File: src/rtl/alu_pkg.sv
// alu_pkg: ALU operation codes and the request bundle shared by the
// arbiter and its clients.
package alu_pkg;

  localparam int unsigned ALU_MAX_W = 64;

  typedef logic [3:0]           alu_op_t;
  typedef logic [ALU_MAX_W-1:0] alu_word_t;

  localparam alu_op_t ALU_AND   = 4'b0000;
  localparam alu_op_t ALU_OR    = 4'b0001;
  localparam alu_op_t ALU_ADD   = 4'b0010;
  localparam alu_op_t ALU_XOR   = 4'b0011;
  localparam alu_op_t ALU_SUB   = 4'b0110;
  localparam alu_op_t ALU_EQUAL = 4'b1000;
  localparam alu_op_t ALU_SLT   = 4'b1100;
  localparam alu_op_t ALU_SLL   = 4'b1101;
  localparam alu_op_t ALU_SRL   = 4'b1110;
  localparam alu_op_t ALU_SRA   = 4'b1111;

  typedef struct packed {
    alu_op_t   op;
    alu_word_t a;
    alu_word_t b;
  } alu_req_t;

endpackage

File: src/rtl/rr_arb2.sv
// rr_arb2: two-way grant selection with a last-granted pointer.
// Define ALU_ARB_FIXED_PRIO_EN for fixed port-0 priority (no pointer).
module rr_arb2 (
  input  logic       clk,
  input  logic       reset_n,
  input  logic [1:0] eligible,
  output logic [1:0] win,
  output logic [1:0] grant
);

`ifdef ALU_ARB_FIXED_PRIO_EN
  logic unused_clk;
  assign unused_clk = clk ^ reset_n;
  assign win = {~eligible[0], 1'b1};
`else
  logic last_q, last_d;

  always_comb begin
    last_d = last_q;
    if (grant[0])      last_d = 1'b0;
    else if (grant[1]) last_d = 1'b1;
  end

  // Reset as if port 1 went last so port 0 takes the first tie.
  always_ff @(posedge clk) begin
    if (!reset_n) last_q <= 1'b1;
    else          last_q <= last_d;
  end

  assign win = {~eligible[0] | ~last_q, ~eligible[1] | last_q};
`endif

  assign grant = eligible & win;

endmodule

File: src/rtl/alu_arbiter.sv
// alu_arbiter: two request ports sharing one external combinational ALU.
// Define ALU_ARB_FIXED_PRIO_EN for fixed port-0 priority instead of round-robin.
module alu_arbiter
  import alu_pkg::*;
#(
  parameter int DATA_W = 32
) (
  input  logic              clk,
  input  logic              reset_n,
  input  logic              ReqValid_0,
  output logic              ReqReady_0,
  input  logic [3:0]        ReqOp_0,
  input  logic [DATA_W-1:0] ReqA_0,
  input  logic [DATA_W-1:0] ReqB_0,
  output logic              RspValid_0,
  input  logic              RspReady_0,
  output logic [DATA_W-1:0] RspData_0,
  input  logic              ReqValid_1,
  output logic              ReqReady_1,
  input  logic [3:0]        ReqOp_1,
  input  logic [DATA_W-1:0] ReqA_1,
  input  logic [DATA_W-1:0] ReqB_1,
  output logic              RspValid_1,
  input  logic              RspReady_1,
  output logic [DATA_W-1:0] RspData_1,
  output logic [3:0]        AluOp,
  output logic [DATA_W-1:0] AluA,
  output logic [DATA_W-1:0] AluB,
  input  logic [DATA_W-1:0] AluResult
);

  alu_req_t          req0, req1, sel;
  logic [1:0]        room, eligible, win, grant;
  logic [1:0]        rsp_valid_q, rsp_valid_d;
  logic [DATA_W-1:0] rsp_data0_q, rsp_data0_d;
  logic [DATA_W-1:0] rsp_data1_q, rsp_data1_d;

  assign req0 = '{op: ReqOp_0, a: alu_word_t'(ReqA_0), b: alu_word_t'(ReqB_0)};
  assign req1 = '{op: ReqOp_1, a: alu_word_t'(ReqA_1), b: alu_word_t'(ReqB_1)};

  // A slot has room when empty or being drained this cycle.
  assign room = {~rsp_valid_q[1] | RspReady_1,
                 ~rsp_valid_q[0] | RspReady_0};
  assign eligible = {ReqValid_1, ReqValid_0} & room & {2{reset_n}};

  rr_arb2 u_arb (
    .clk      (clk),
    .reset_n  (reset_n),
    .eligible (eligible),
    .win      (win),
    .grant    (grant)
  );

  // win[p] looks only at the other port, keeping ready free of own valid.
  assign ReqReady_0 = reset_n & room[0] & win[0];
  assign ReqReady_1 = reset_n & room[1] & win[1];

  assign sel   = grant[1] ? req1 : req0;
  assign AluOp = sel.op;
  assign AluA  = sel.a[DATA_W-1:0];
  assign AluB  = sel.b[DATA_W-1:0];

  if (DATA_W < int'(ALU_MAX_W)) begin : g_pad
    logic unused_hi;
    assign unused_hi = ^{sel.a[ALU_MAX_W-1:DATA_W], sel.b[ALU_MAX_W-1:DATA_W]};
  end

  always_comb begin
    rsp_valid_d = rsp_valid_q;
    rsp_data0_d = rsp_data0_q;
    rsp_data1_d = rsp_data1_q;
    if (grant[0]) begin
      rsp_valid_d[0] = 1'b1;
      rsp_data0_d    = AluResult;
    end else if (RspReady_0) begin
      rsp_valid_d[0] = 1'b0;
    end
    if (grant[1]) begin
      rsp_valid_d[1] = 1'b1;
      rsp_data1_d    = AluResult;
    end else if (RspReady_1) begin
      rsp_valid_d[1] = 1'b0;
    end
  end

  always_ff @(posedge clk) begin
    if (!reset_n) begin
      rsp_valid_q <= '0;
      rsp_data0_q <= '0;
      rsp_data1_q <= '0;
    end else begin
      rsp_valid_q <= rsp_valid_d;
      rsp_data0_q <= rsp_data0_d;
      rsp_data1_q <= rsp_data1_d;
    end
  end

  assign RspValid_0 = rsp_valid_q[0];
  assign RspValid_1 = rsp_valid_q[1];
  assign RspData_0  = rsp_data0_q;
  assign RspData_1  = rsp_data1_q;

endmodule

File: config.mk
export PLATFORM = sky130hd
export DESIGN_NAME = alu_arbiter
export DESIGN_NICKNAME = d
export VERILOG_FILES = /design/src/rtl/alu_pkg.sv /design/src/rtl/rr_arb2.sv /design/src/rtl/alu_arbiter.sv
export SDC_FILE = /design/constraint.sdc
export NUM_CORES = 1
export LEC_CHECK = 0
export ABC_AREA = 1
export CORE_ASPECT_RATIO = 1.1
export CORE_MARGIN = 8
export CORE_UTILIZATION = 30
export DETAILED_ROUTE_END_ITERATION = 10
export PLACE_DENSITY_LB_ADDON = 0.12
export SYNTH_ARGS = -nofsm -noshare
export SYNTH_HDL_FRONTEND = slang
export SYNTH_SLANG_ARGS = --single-unit
File: constraint.sdc
create_clock -name clk -period 1.5 [get_ports clk]
set_clock_uncertainty 0.05 [all_clocks]
set_input_delay 0.3 -clock clk [delete_from_list [all_inputs] [get_ports clk]]
set_output_delay 0.3 -clock clk [all_outputs]
set_load 0.01 [all_outputs]
* Word-level counts from Yosys, hierarchy flattened *
Index checks and enable logic that the tools add are counted.
Widths: inputs -> output; s select.

word-level totals
  output and inout bits = 136
  register bits = 67
  input bits = 174

cells by class
  multiplexer cells = 7
  bitwise operators = 16
  reductions and logical operators = 3

operator list
  kind               number
  $mux 132           1
  $and 2x2->2        3
  $mux 1             6
  $reduce_bool 2->1  3
  $not 1->1          5
  $and 1x1->1        4
  $or 1x1->1         4

* Logic depth before layout (Yosys ltp) *
  depth in word-level cells = 9
  mapped depth = 9

* Cells and area by module *
From an unflattened synthesis, not the netlist that was laid out.

second synthesis, totals
  cell total of the unflattened synthesis = 525
  area, all modules = 3,224.3 um2

by module, submodules not included
  module       cells an instance  area each (um2)  times used
  alu_arbiter  516                3,169.3          1
  rr_arb2      9                  55.1             1

* Worst setup path before layout *
OpenSTA, ideal clock, no wires.

  path type = register to output
  start = register rsp_valid_q[1]
  end = output AluA[16]
  slack = -0.044 ns
  arrival time = 1.194 ns
  required time = 1.150 ns
  stages on the path, launching flop included = 9
  buffers on the path = 2
  cells stage by stage = dfxtp_1 nand2_1 nand2_1 nor2_4 nand2_2 buf_4 buf_4 nand2_1 nand2_1

on the way
  word-level cells in the longest chain between the ends = 6

RTL lines
  what                       RTL line           text
  from (decl)                alu_arbiter.sv:34  logic [1:0] rsp_valid_q, rsp_valid_d;
  from (signal assigned)     alu_arbiter.sv:92  rsp_valid_q <= rsp_valid_d;
  $not 1->1                  alu_arbiter.sv:42  assign room = {~rsp_valid_q[1] | RspReady_1,
  $or 1x1->1                 alu_arbiter.sv:42
  $and 2x2->2 (2 in series)  alu_arbiter.sv:44  assign eligible = {ReqValid_1, ReqValid_0} & room & {2{reset_n}};
  $and 2x2->2                rr_arb2.sv:33      assign grant = eligible & win;
  $mux 132                   alu_arbiter.sv:58  assign sel = grant[1] ? req1 : req0;
  to (decl)                  alu_arbiter.sv:27  output logic [DATA_W-1:0] AluA,

Every way passes these cells.

* Worst setup path in the final report *
  start = register rsp_valid_q[1]
  end = output AluA[3]

Same word-level chain as after synthesis.

==> metrics.cfg <==
[clocking]
cts_tree=done
root_buffer=clkbuf_16
cts_made_buffers=9
cts_buffer_depth=2
cts_sinks=67
insertion_delay_ns=0.33
clkTransAtPathRegs_ns=0.06
htreeDepth=3

[synth]
ys.flop_type=dfxtp_1
synth_area_um2=3860
synth.most_common_cell=nand2_1
syn-instance-count=641
post_synth_num_cell_types=15
avgSynthCellArea_um2=6.02
ys_warn_count=0
synth_top_area_cell=dfxtp_1
syn_nets=815
synth_edf_count=0
synthTopCellsByCount=nand2_1 (205), nand3_1 (135), dfxtp_1 (67), nor2_1 (67), a21oi_1 (66)
synth_top_area_share_pct=34.7
async_reset_ff_share_pct=0
yosysSeqAreaShare_pct=34.7
ys_ff_latch=67
netlist_top_cells_area=dfxtp_1 (35%), nand2_1 (20%), nand3_1 (17%)

[floorplanning]
die_w_um=124
core_um2=12600
die_h_um=135
row_count=43
io_pins=310
initial_core_util_pct=30.7
dieArea_um2=16800

[power]
power.total_mw=7.34
power_leakage_nw=4.74
p_per_area_nw_per_um2=724
ir_drop_mv=0.819

[route]
remaining_drc_errors=0
firstDrtPassIters=5
antenna_left=0
num_vias=6359
wire_per_inst_um=25.1
wl_um=29200
vias_per_cell=5.47
drt_iter0_drc=645

[final_layout]
utilization_pct=80.5
drive_above_1_share_pct=43.4
layout.nets=1174
fill_cells=764
syn2layout_area_growth_pct=162
fin_cells=1163

[status]
status=complete, but fails checks
violations=setup timing

[run]
max-cap-violations=0

[placed_design]
port_buffers=309
hpwl_um=15100
dp.cells=1072
place_congestion=0.881

[setup_path]
cp_data_arrival_time_ns=1.82
crit_type=register to output pin
critPathRequiredTime_ns=1.15
end_kind=output pin
start_kind=register
cp_max_fo=6

[timing]
hold_viol=0
hold_ws_ns=0.406
setup_violations=136
tightest_slew_ns=0.727
rsz0062_at_grt=true
max_clock_freq_ghz=0.460
maxSlewHeadroom_pct=51.5
drv_slew=0
setup_tns_ns=-49.30
layout_setup_ws_ns=-0.673
finalCritPeriodShare_pct=145
fin_crit_ns=2.17

[global_route]
grt_overflow=0
grt_max_degree=66
grt_pass1_wl_um=38100
antenna_found_initial=1
grt_usage_pct=29.9
grt_pass1_vias=6296

[hold_path]
hp-class=primary input to register

## kinds of logic (layout without fill, tap and decap cells)
logic type	count (synthesis)	in the layout	share of synthesized area, %
and+or+nand+nor	411	411	45.0
AOI/OAI and AO/OA	67	67	8.68
other	0	1	0
DFF	67	67	34.7
buffers and inverters	96	460	11.6
## path summary, 6_finish.rpt
kind         cells after the start  slack, ns        endpoint      startpoint
max                             11      -0.67         AluA[3]  rsp_valid_q[1]
min                              4       0.41  rsp_valid_q[1]         reset_n
max reg2reg                     10      -0.26   RspData_1[31]  rsp_valid_q[0]
min reg2reg                      2       0.42   RspData_1[27]   RspData_1[27]
## per-stage QoR
| stage | instance area [um^2] | worst slack [ns] |
|---|---|---|
| floorplan | 3910 | -0.0247 |
| global placement | 7110 | -1.00 |
| detailed placement | 7110 | -1.03 |
| CTS | 9330 | -0.563 |
| global route | 10100 | -0.706 |
| finish | 10100 | -0.673 |
## critical path, stage by stage (launching register included)
cell	delay (ns)
dfxtp_2	0.32
nand2_2	0.08
nand2_2	0.07
nor2_4	0.13
buf_6	0.13
nand2_8	0.07
buf_12	0.13
buf_8	0.13
buf_16	0.14
nand2_2	0.07
nand2_1	0.07
buf_2	0.14
## per-layer routing
layer / GRT usage [%] / routed length [um] / vias to the layer above
met5: 0 / 0 / -
met4: 17.1 / 1900 / 0
met3: 9.31 / 2740 / 122
met2: 53.1 / 14900 / 401
met1: 29.9 / 9590 / 3048
li1: - / - / 2788
## repair_timing
item / 4_1_cts / 5_1_grt
hold buffers: 0 / 0
buffers inserted: 56 / 9
pin swaps: 57 / 62
gates cloned: 36 / 6
endpoints found under the setup margin: 201 / 136
resized for setup: 627 / 180
endpoints found under the hold margin: 0 / 0
## area by class of cell
class	count	area, um^2	area share, %
Clock buffer	12	256	2.53
Clock inverter	4	72.6	0.716
Inverter	39	149	1.47
Sequential cell	67	1350	13.3
Multi-Input combinational cell	478	3260	32.2
Timing Repair Buffer	405	4850	47.9
Antenna cell	1	2.50	0.0247
Tap cell	157	196	1.94
## power by group
group | internal, mW | leakage, nW | switching [mW]
combinational | 1.61 | 4.03 | 1.39
clock | 1.54 | 0.159 | 0.792
sequential | 1.91 | 0.553 | 0.0926
total | 5.06 | 4.74 | 2.27
## sequential cells by signal, indices dropped and copies added, names as in the netlist
signal,count
u_arb.last_q,1
RspData_0,32
rsp_valid_q,2
RspData_1,32
## placed cells by master (no fill, tap or decap), types with 2 or more instances in the layout
cell type / instances
nand2_2: 71
buf_8: 7
dfxtp_1: 64
inv_1: 36
nand3_1: 70
clkbuf_8: 2
a21oi_4: 7
bufinv_16: 2
buf_4: 15
nor2_2: 7
nand3_4: 4
clkdlybuf4s50_1: 168
nor2_1: 58
buf_12: 18
dfxtp_2: 2
dlygate4sd2_1: 70
buf_2: 16
buf_6: 71
bufbuf_16: 2
nor2_4: 3
clkbuf_16: 14
inv_2: 2
nand2_4: 50
nand3_2: 62
a21oi_1: 16
buf_16: 33
nand2_1: 85
a21oi_2: 43
Power figures use the tool's default switching activity.
